`config.mk`:
```
export PLATFORM = sky130hd
export DESIGN_NAME = mem_arbiter
export DESIGN_NICKNAME = d
export VERILOG_FILES = /design/src/rtl/mem_arb_pkg.sv /design/src/rtl/mem_arb_timeout.sv /design/src/rtl/mem_arbiter.sv
export SDC_FILE = /design/constraint.sdc
export NUM_CORES = 1
export LEC_CHECK = 0
export ABC_AREA = 0
export ABC_CLOCK_PERIOD_IN_PS = 5700
export BUFFER_PORTS_ARGS = -buffer_cell sky130_fd_sc_hd__buf_4
export CAP_MARGIN = 20
export CORE_ASPECT_RATIO = 0.7
export CORE_MARGIN = 3
export CORE_UTILIZATION = 50
export CTS_CLUSTER_DIAMETER = 120
export DETAILED_ROUTE_END_ITERATION = 16
export PLACE_DENSITY = 0.85
export SLEW_MARGIN = 20
export SYNTH_ARGS = -nofsm -noshare
export SYNTH_HDL_FRONTEND = slang
export SYNTH_HIERARCHICAL = 1
export SYNTH_SLANG_ARGS = --single-unit
export TNS_END_PERCENT = 10
```
`constraint.sdc`:
```
create_clock -name clk -period 5.7 [get_ports clk]
set_input_delay 0.57 -clock clk [delete_from_list [all_inputs] [get_ports clk]]
set_output_delay 0.57 -clock clk [all_outputs]
set_load 0.01 [all_outputs]
```
`src/rtl/mem_arb_pkg.sv`:
```
// rtl/mem_arb_pkg.sv - shared types and constants for the IFU/LSU memory arbiter
package mem_arb_pkg;

    typedef enum logic [1:0] {
        ST_IDLE,
        ST_REQ,
        ST_RESP
    } state_t;

    typedef enum logic {
        OWN_IFU,
        OWN_LSU
    } owner_t;

    localparam logic [63:0] ERR_RDATA   = '0;
    localparam int          TIMEOUT_DEF = 256;
    localparam int          CNT_W_DEF   = $clog2(TIMEOUT_DEF);

endpackage

```
`src/rtl/mem_arb_timeout.sv`:
```
// rtl/mem_arb_timeout.sv - per-transaction cycle counter with clear/enable and expire flag
module mem_arb_timeout #(
    parameter int TIMEOUT = 256,
    parameter int CNT_W   = mem_arb_pkg::CNT_W_DEF
) (
    input  logic clk,
    input  logic rst,
    input  logic i_clr,
    input  logic i_en,
    output logic o_expire
);

    localparam logic [CNT_W-1:0] LAST = CNT_W'(TIMEOUT - 1);

    logic [CNT_W-1:0] r_cnt;

    always_ff @(posedge clk) begin
        if (rst || i_clr) begin
            r_cnt <= '0;
        end else if (i_en) begin
            r_cnt <= r_cnt + 1'b1;
        end
    end

    // Only meaningful while a transaction is in flight; idle cycles never expire.
    assign o_expire = i_en && (r_cnt == LAST);

endmodule

```
`src/rtl/mem_arbiter.sv`:
```
// rtl/mem_arbiter.sv - IFU/LSU single-port memory arbiter with timeout; MEM_ARB_RR_EN selects round-robin
module mem_arbiter
    import mem_arb_pkg::*;
#(
    parameter int ADDR_W  = 32,
    parameter int DATA_W  = 32,
    parameter int TIMEOUT = TIMEOUT_DEF
) (
    input  logic                clk,
    input  logic                rst,
    input  logic                ifu_req_valid,
    output logic                ifu_req_ready,
    input  logic [ADDR_W-1:0]   ifu_addr,
    output logic                ifu_resp_valid,
    output logic [DATA_W-1:0]   ifu_rdata,
    output logic                ifu_resp_err,
    input  logic                lsu_req_valid,
    output logic                lsu_req_ready,
    input  logic [ADDR_W-1:0]   lsu_addr,
    input  logic                lsu_wen,
    input  logic [DATA_W-1:0]   lsu_wdata,
    input  logic [DATA_W/8-1:0] lsu_wmask,
    output logic                lsu_resp_valid,
    output logic [DATA_W-1:0]   lsu_rdata,
    output logic                lsu_resp_err,
    output logic                mem_req_valid,
    input  logic                mem_req_ready,
    output logic [ADDR_W-1:0]   mem_addr,
    output logic                mem_wen,
    output logic [DATA_W-1:0]   mem_wdata,
    output logic [DATA_W/8-1:0] mem_wmask,
    input  logic                mem_resp_valid,
    input  logic [DATA_W-1:0]   mem_rdata
);

    localparam int CNT_W = (TIMEOUT > 2) ? $clog2(TIMEOUT) : 1;

    state_t              r_state;
    owner_t              r_owner;
    logic [ADDR_W-1:0]   r_addr;
    logic                r_wen;
    logic [DATA_W-1:0]   r_wdata;
    logic [DATA_W/8-1:0] r_wmask;
    logic                r_ifu_resp_valid;
    logic [DATA_W-1:0]   r_ifu_rdata;
    logic                r_ifu_resp_err;
    logic                r_lsu_resp_valid;
    logic [DATA_W-1:0]   r_lsu_rdata;
    logic                r_lsu_resp_err;
`ifdef MEM_ARB_RR_EN
    owner_t              r_last_owner;
`endif

    logic              w_idle;
    logic              w_busy;
    logic              w_grant_ifu;
    logic              w_grant_lsu;
    logic              w_accept;
    logic              w_expire;
    logic              w_done;
    logic              w_tmo;
    logic [DATA_W-1:0] w_resp_data;

    assign w_idle = (r_state == ST_IDLE) && !rst;
    assign w_busy = (r_state == ST_REQ) || (r_state == ST_RESP);

    always_comb begin
        w_grant_ifu = 1'b0;
        w_grant_lsu = 1'b0;
        if (w_idle) begin
`ifdef MEM_ARB_RR_EN
            if (ifu_req_valid && lsu_req_valid) begin
                w_grant_ifu = (r_last_owner == OWN_LSU);
                w_grant_lsu = (r_last_owner == OWN_IFU);
            end else begin
                w_grant_ifu = ifu_req_valid;
                w_grant_lsu = lsu_req_valid;
            end
`else
            w_grant_lsu = lsu_req_valid;
            w_grant_ifu = ifu_req_valid && !lsu_req_valid;
`endif
        end
    end

    assign w_accept      = w_grant_ifu || w_grant_lsu;
    assign ifu_req_ready = w_grant_ifu;
    assign lsu_req_ready = w_grant_lsu;

    mem_arb_timeout #(
        .TIMEOUT (TIMEOUT),
        .CNT_W   (CNT_W)
    ) u_timeout (
        .clk      (clk),
        .rst      (rst),
        .i_clr    (w_accept),
        .i_en     (w_busy),
        .o_expire (w_expire)
    );

    // A real response in the expiring cycle takes precedence over the timeout.
    assign w_done      = (r_state == ST_RESP) && mem_resp_valid;
    assign w_tmo       = w_expire && !w_done;
    assign w_resp_data = w_tmo ? ERR_RDATA[DATA_W-1:0] : (r_wen ? '0 : mem_rdata);

    always_ff @(posedge clk) begin
        if (rst) begin
            r_state          <= ST_IDLE;
            r_owner          <= OWN_IFU;
            r_addr           <= '0;
            r_wen            <= 1'b0;
            r_wdata          <= '0;
            r_wmask          <= '0;
            r_ifu_resp_valid <= 1'b0;
            r_ifu_rdata      <= '0;
            r_ifu_resp_err   <= 1'b0;
            r_lsu_resp_valid <= 1'b0;
            r_lsu_rdata      <= '0;
            r_lsu_resp_err   <= 1'b0;
`ifdef MEM_ARB_RR_EN
            r_last_owner     <= OWN_IFU;
`endif
        end else begin
            r_ifu_resp_valid <= 1'b0;
            r_ifu_resp_err   <= 1'b0;
            r_lsu_resp_valid <= 1'b0;
            r_lsu_resp_err   <= 1'b0;
            case (r_state)
                ST_IDLE: begin
                    if (w_accept) begin
                        r_state <= ST_REQ;
                        if (w_grant_lsu) begin
                            r_owner <= OWN_LSU;
                            r_addr  <= lsu_addr;
                            r_wen   <= lsu_wen;
                            r_wdata <= lsu_wdata;
                            r_wmask <= lsu_wmask;
                        end else begin
                            r_owner <= OWN_IFU;
                            r_addr  <= ifu_addr;
                            r_wen   <= 1'b0;
                            r_wdata <= '0;
                            r_wmask <= '0;
                        end
`ifdef MEM_ARB_RR_EN
                        r_last_owner <= w_grant_lsu ? OWN_LSU : OWN_IFU;
`endif
                    end
                end
                ST_REQ, ST_RESP: begin
                    if (w_done || w_tmo) begin
                        r_state <= ST_IDLE;
                        if (r_owner == OWN_IFU) begin
                            r_ifu_resp_valid <= 1'b1;
                            r_ifu_rdata      <= w_resp_data;
                            r_ifu_resp_err   <= w_tmo;
                        end else begin
                            r_lsu_resp_valid <= 1'b1;
                            r_lsu_rdata      <= w_resp_data;
                            r_lsu_resp_err   <= w_tmo;
                        end
                    end else if ((r_state == ST_REQ) && mem_req_ready) begin
                        r_state <= ST_RESP;
                    end
                end
                default: r_state <= ST_IDLE;
            endcase
        end
    end

    assign mem_req_valid  = (r_state == ST_REQ);
    assign mem_addr       = r_addr;
    assign mem_wen        = r_wen;
    assign mem_wdata      = r_wdata;
    assign mem_wmask      = r_wmask;
    assign ifu_resp_valid = r_ifu_resp_valid;
    assign ifu_rdata      = r_ifu_rdata;
    assign ifu_resp_err   = r_ifu_resp_err;
    assign lsu_resp_valid = r_lsu_resp_valid;
    assign lsu_rdata      = r_lsu_rdata;
    assign lsu_resp_err   = r_lsu_resp_err;

endmodule

```
* After elaboration in Yosys (flattened, before gate mapping)
Index checks and enable logic that the tools add are counted.
** Operators by class
- Add/subtract/negate cells :: 1
- Eq/ne operators :: 5
- Muxes and demuxes :: 15
- Bitwise logic cells :: 3
- Reduce and logical (&&, ||, !) cells :: 22
** Operators with widths (number)
- two-way mux 32 bit :: 4
- adder 8 x 1 -> 8 bit (second input constant) :: 1
- equality test 8 bit (second input constant) :: 1
- OR reduction 4 bit :: 2
- logical AND 1 bit :: 6
- two-way mux 1 bit :: 6
- two-way mux 2 bit :: 3
- AND reduction 3 bit :: 2
- logical OR 1 bit :: 4
- two-way mux 4 bit :: 1
- one-hot mux 2 bit (2 select lines) :: 1
- AND reduction 2 bit :: 2
- logical NOT 1 bit :: 3
- != test 3 bit (second input constant) :: 1
- NOT 1 bit :: 3
- OR reduction 3 bit :: 1
- equality test 2 x 1 -> 1 bit (second input constant) :: 1
- equality test 2 bit (second input constant) :: 1
- logical NOT 2 bit :: 1
- != test 2 x 1 -> 1 bit (second input constant) :: 1
- OR reduction 2 bit :: 1
** Word-level totals
- Bits in registers :: 148
- Output and inout bits :: 140
- Word-level logic and storage cells :: 59

* Longest topological paths before layout
- Depth in word-level cells :: 7
- Depth in mapped cells :: 11
- Mapped depth without buffers :: 7

* Cells and area by module
Netlist, hierarchy kept.
** Modules (own cells, without submodules)
- mem_arbiter :: instances 1, cells each 558, area an instance 5487.8 um^2, seq. area each 2802.7 um^2
- mem_arb_timeout :: instances 1, cells each 40, area an instance 354.1 um^2, seq. area each 160.2 um^2

* Worst setup path before layout
Ideal clock, no wire load.
- Path kind :: reg-to-reg
- Start :: register r_state[1]
- End :: register r_ifu_rdata[10], in the netlist ifu_rdata[10]
- Library setup time :: 0.072 ns
- Arrival time :: 2.093 ns
- Required time :: 5.628 ns
- Path slack :: 3.536 ns
- Cell stages (with the launch flop) :: 10
- Path buffers :: 2
- Period minus slack after synthesis :: 2.164 ns
- Cell sequence :: dfxtp_1 > inv_1 > ha_1 > buf_4 > nand3_1 > nor3_1 > a21oi_1 > nor3_2 > buf_2 > mux2i_1
** Between the ends
- Word-level cells in the longest chain between the ends :: 6
- Elaborated cells between the ends (all ways) :: 11
- Classes of those cells :: 2 x eq/ne; 1 x mux; 8 x reduce/logical
** Ends and longest elaborated chain
- start: declaration :: line mem_arbiter.sv:38 : state_t r_state;
- start signal: assignment :: line mem_arbiter.sv:108 : r_state <= ST_IDLE;
- start signal: assignment :: line mem_arbiter.sv:131 : r_state <= ST_REQ;
- start signal: assignment :: line mem_arbiter.sv:152 : r_state <= ST_IDLE;
- equality test 2 x 1 -> 1 bit or equality test 2 bit (tied branches) :: line mem_arbiter.sv:65 : assign w_busy = (r_state == ST_REQ) || (r_state == ST_RESP);
- logical OR 1 bit (*) :: line mem_arbiter.sv:65
- via w_busy :: line mem_arbiter.sv:55 : logic w_busy;
- logical AND 1 bit (*) :: line mem_arb_timeout.sv:26 : assign o_expire = i_en && (r_cnt == LAST);
- via w_expire :: line mem_arbiter.sv:59 : logic w_expire;
- logical AND 1 bit (*) :: line mem_arbiter.sv:103 : assign w_tmo = w_expire && !w_done;
- logical OR 1 bit :: line mem_arbiter.sv:151 : if (w_done || w_tmo) begin
- AND reduction 3 bit (no line)
- end signal: assignment :: line mem_arbiter.sv:155 : r_ifu_rdata <= w_resp_data;
- end: declaration :: line mem_arbiter.sv:45 : logic [DATA_W-1:0] r_ifu_rdata;
The timed path passes the listed nets; every way through them passes the cells marked *.
A chain may end at the register's enable or synchronous reset.

* Final worst setup path
- Start :: register r_state[1]
- End :: register r_lsu_rdata[15], in the netlist lsu_rdata[15]
** Between the ends
- Word-level cells in the longest chain between the ends :: 6
- Elaborated cells between the ends (all ways) :: 11
- Classes of those cells :: 2 x eq/ne; 1 x mux; 8 x reduce/logical
** Ends and longest elaborated chain
- equality test 2 x 1 -> 1 bit or equality test 2 bit (tied branches) :: line mem_arbiter.sv:65
- logical OR 1 bit (*) :: line mem_arbiter.sv:65
- via w_busy :: line mem_arbiter.sv:55
- logical AND 1 bit (*) :: line mem_arb_timeout.sv:26
- via w_expire :: line mem_arbiter.sv:59
- logical AND 1 bit (*) :: line mem_arbiter.sv:103
- logical OR 1 bit :: line mem_arbiter.sv:151
- AND reduction 3 bit (no line)
- end signal: assignment :: line mem_arbiter.sv:159 : r_lsu_rdata <= w_resp_data;
- end: declaration :: line mem_arbiter.sv:48 : logic [DATA_W-1:0] r_lsu_rdata;
Marked as above.

==> metrics.cfg <==
[clock_network]
numCtsBuffers = 17
cts_sinks = 148
clk_path_buf_depth = 2
cts_root_buf = clkbuf_16
clkSlewWorstSetupHoldPaths_ps = 70
cts-resized-gates = 0
h-tree-depth = 4
ctsHoldBuffers = 0
cts_setup_buffers = 0
tritoncts = built
clock_latency_ps = 410

[yosys]
syn_nets = 742
yosysWarnings = 6
synth_compound_area_share_pct = 19.2
synth-seq-cells = 148
ys.flop_type = dfxtp_1
synth_edf_count = 0
muxShareOfSynthArea_pct = 11.1
synth_top_family_by_area = compound AO/OA/AOI/OAI gates
synth-adder-area-share_pct = 1.07
syn_avg_cell_area_um2 = 9.77
synth.top_cells.by_area = dfxtp_1, mux2i_1, a22o_1
synth_top_cell_area_share_pct = 50.7
synth_area_leader_cell = dfxtp_1
synthCells = 598
netlist_area_mm2 = 0.00584
synthArstFlopShare_pct = 0
yosys.area_share.simple_pct = 12.3
seq_area_frac_synth_pct = 50.7
yosys.cell_types.count = 38
synth_xor_area_share_pct = 0.600

[setup_path]
critical_path_class = flip-flop to flip-flop
crit_path_start_kind = flip-flop
end_kind = flip-flop
cpPeakStageDelay_ps = 570
cp_cell_sequence = inv_1 > ha_1 > nand3_1 > nor3_1 > a21o_1 > nand3_2 > buf_16 > mux2i_1
cp_max_fo = 21
crit_path_top_delay_cell = nand3_2
cp_top_family = simple AND/OR/NAND/NOR gates
crit_arrival_ps = 3220
path_buf_inv = 2
required_ps = 6000

[route]
drt_iter0_drc = 353
wire_per_inst_um = 17.8
firstDrtPassIters = 4
route.vias.total = 5515
ant_nets = 0
drc = 0
drt_wl_total_um = 18000
avgViaCountPerCell = 5.44

[power_and_ir_drop]
switching_share_pct = 26.1
power.internal_mw = 1.90
powerDensity_mw_per_mm2 = 301
comb_power_share_pct = 14.0
p_leak_nw = 3.91
p_switching_uw = 669
clockPowerShare_pct = 42.8
pwr-share-seq_pct = 43.2
peakVddDrop_v = 0.000260

[place]
dp_hpwl_um = 12800
gp_congestion = 0.881
port_buffers = 278
dp_slack_ps = 2840

[global_route]
grt_pass1_vias = 5499
grt_busiest_layer = met2
use_met1_pct = 32.5
grt_antenna_before_repair = 0
grt.total_usage_pct = 26.7
grt_max_degree = 67
grt_pass1_wl_um = 27700
grt_overflow = 0
use_met2_pct = 45.7
use_met3_pct = 7.76

[die]
design.core.area_mm2 = 0.0112
die_h_um = 96.4
rows = 32
die_area_mm2 = 0.0130
initial_core_util_pct = 52.1
die_w_um = 135
io_pins = 279

[timing]
final_max_slew_viol_count = 0
finClkSkew_ps = 12.8
fin_ws_ps = 2770
fmax_mhz = 341
finalSetupViolCount = 0
rsz0062_at_grt = false
period_share_pct = 51.4
slew_headroom_pct = 30.0
fin_crit_ps = 2930
final_hold_viol_count = 0
setup-tns-final_ps = 0
worstMarginPinSlew_ps = 1050

[status]
status = completed

[layout]
final_common_cell = buf_4
nets = 991
layout_common_cells = buf_4, dfxtp_1, nand2_1, mux2i_1, nor2_1
areaGrowthSynthToFinish_pct = 46.2
drive_above_1_share_pct = 38.3
antenna_cells = 0

[run]
drv_cap = 0

[hold_path]
holdCritPathClass = input port to flip-flop

[sequential cells by signal (all words and copies together) (netlist names)]
| register | count |
|---|---|
| ifu_rdata | 32 |
| ifu_resp_err | 1 |
| ifu_resp_valid | 1 |
| lsu_rdata | 32 |
| lsu_resp_err | 1 |
| lsu_resp_valid | 1 |
| mem_addr | 32 |
| mem_wdata | 32 |
| mem_wen | 1 |
| mem_wmask | 4 |
| r_owner | 1 |
| r_state | 2 |
| u_timeout/r_cnt | 8 |
[power groups by stage]
stage / Combinational [mW] / Sequential (mW) / Clock [mW]
detailed placement: 0.356 / 1.13 / 0
finish: 0.359 / 1.11 / 1.10
global route: 0.389 / 1.11 / 1.17
CTS: 0.359 / 1.11 / 1.12
global placement: 0.347 / 1.13 / 0
floorplan: 0.160 / 1.15 / 0
[cell families (layout without fill, tap and decap cells)]
logic type      after synthesis  count (layout)
compound gates              150             150
xor+xnor                      4               4
fa+ha+maj                     5               5
buf+inv                      63             325
flops                       148             148
mux                          65              65
simple gates                163             163
[metal layers]
metal  vias to the layer above  part of all wire [%]
met5                         -                     0
met1                      2635                    40
met4                         0                   2.1
li1                       2653                     -
met3                        30                   8.1
met2                       197                    49
[area by class of cell]
| cell class | count | area (µm²) |
|---|---|---|
| sequential | 148 | 2960 |
| fill | 807 | 2670 |
| multi-input combinational | 387 | 2600 |
| timing repair buffer | 286 | 2170 |
| clock buffer | 19 | 453 |
| tap | 153 | 191 |
| clock inverter | 13 | 139 |
| inverter | 7 | 26.3 |
[cell usage after synthesis, types with 5 or more instances]
library cell,n
nand3_1,35
nor2_1,40
ha_1,5
o2bb2ai_1,30
buf_2,19
clkbuf_1,27
inv_1,7
dfxtp_1,148
a211oi_1,33
mux2i_1,65
nand2_1,68
a21oi_1,37
buf_1,5
a22o_1,37
[worst reg2reg max path, delay by kind of cell (launching register included)]
kind                       cells  cell delay, ps
AOI/OAI and AO/OA              1             170
adders and majority gates      1             480
buffers and inverters          2             520
DFF                            1             380
muxes                          1             140
and+or+nand+nor                3            1140
[final timing paths]
path,from,endpoint,slack [ps],cells past startpoint
min reg2reg,ifu_rdata[1],ifu_rdata[1],460,2
min,lsu_wdata[19],mem_wdata[19],380,2
max reg2reg,r_state[1],lsu_rdata[15],2770,8
max,r_state[1],lsu_rdata[15],2770,8
[stage by stage]
step	hold slack (ps)	total power [mW]	cell area [µm²]	utilization, %	cells
after detailed placement	450	1.49	7950	70.9	981
final	378	2.57	8540	76.2	1013
after floorplan	458	1.31	5840	-	598
after global placement	444	1.48	7920	70.7	980
after global routing	359	2.68	8540	76.2	1013
after CTS	362	2.59	8540	76.2	1013
No activity file was read; power rests on OpenSTA's default activity.
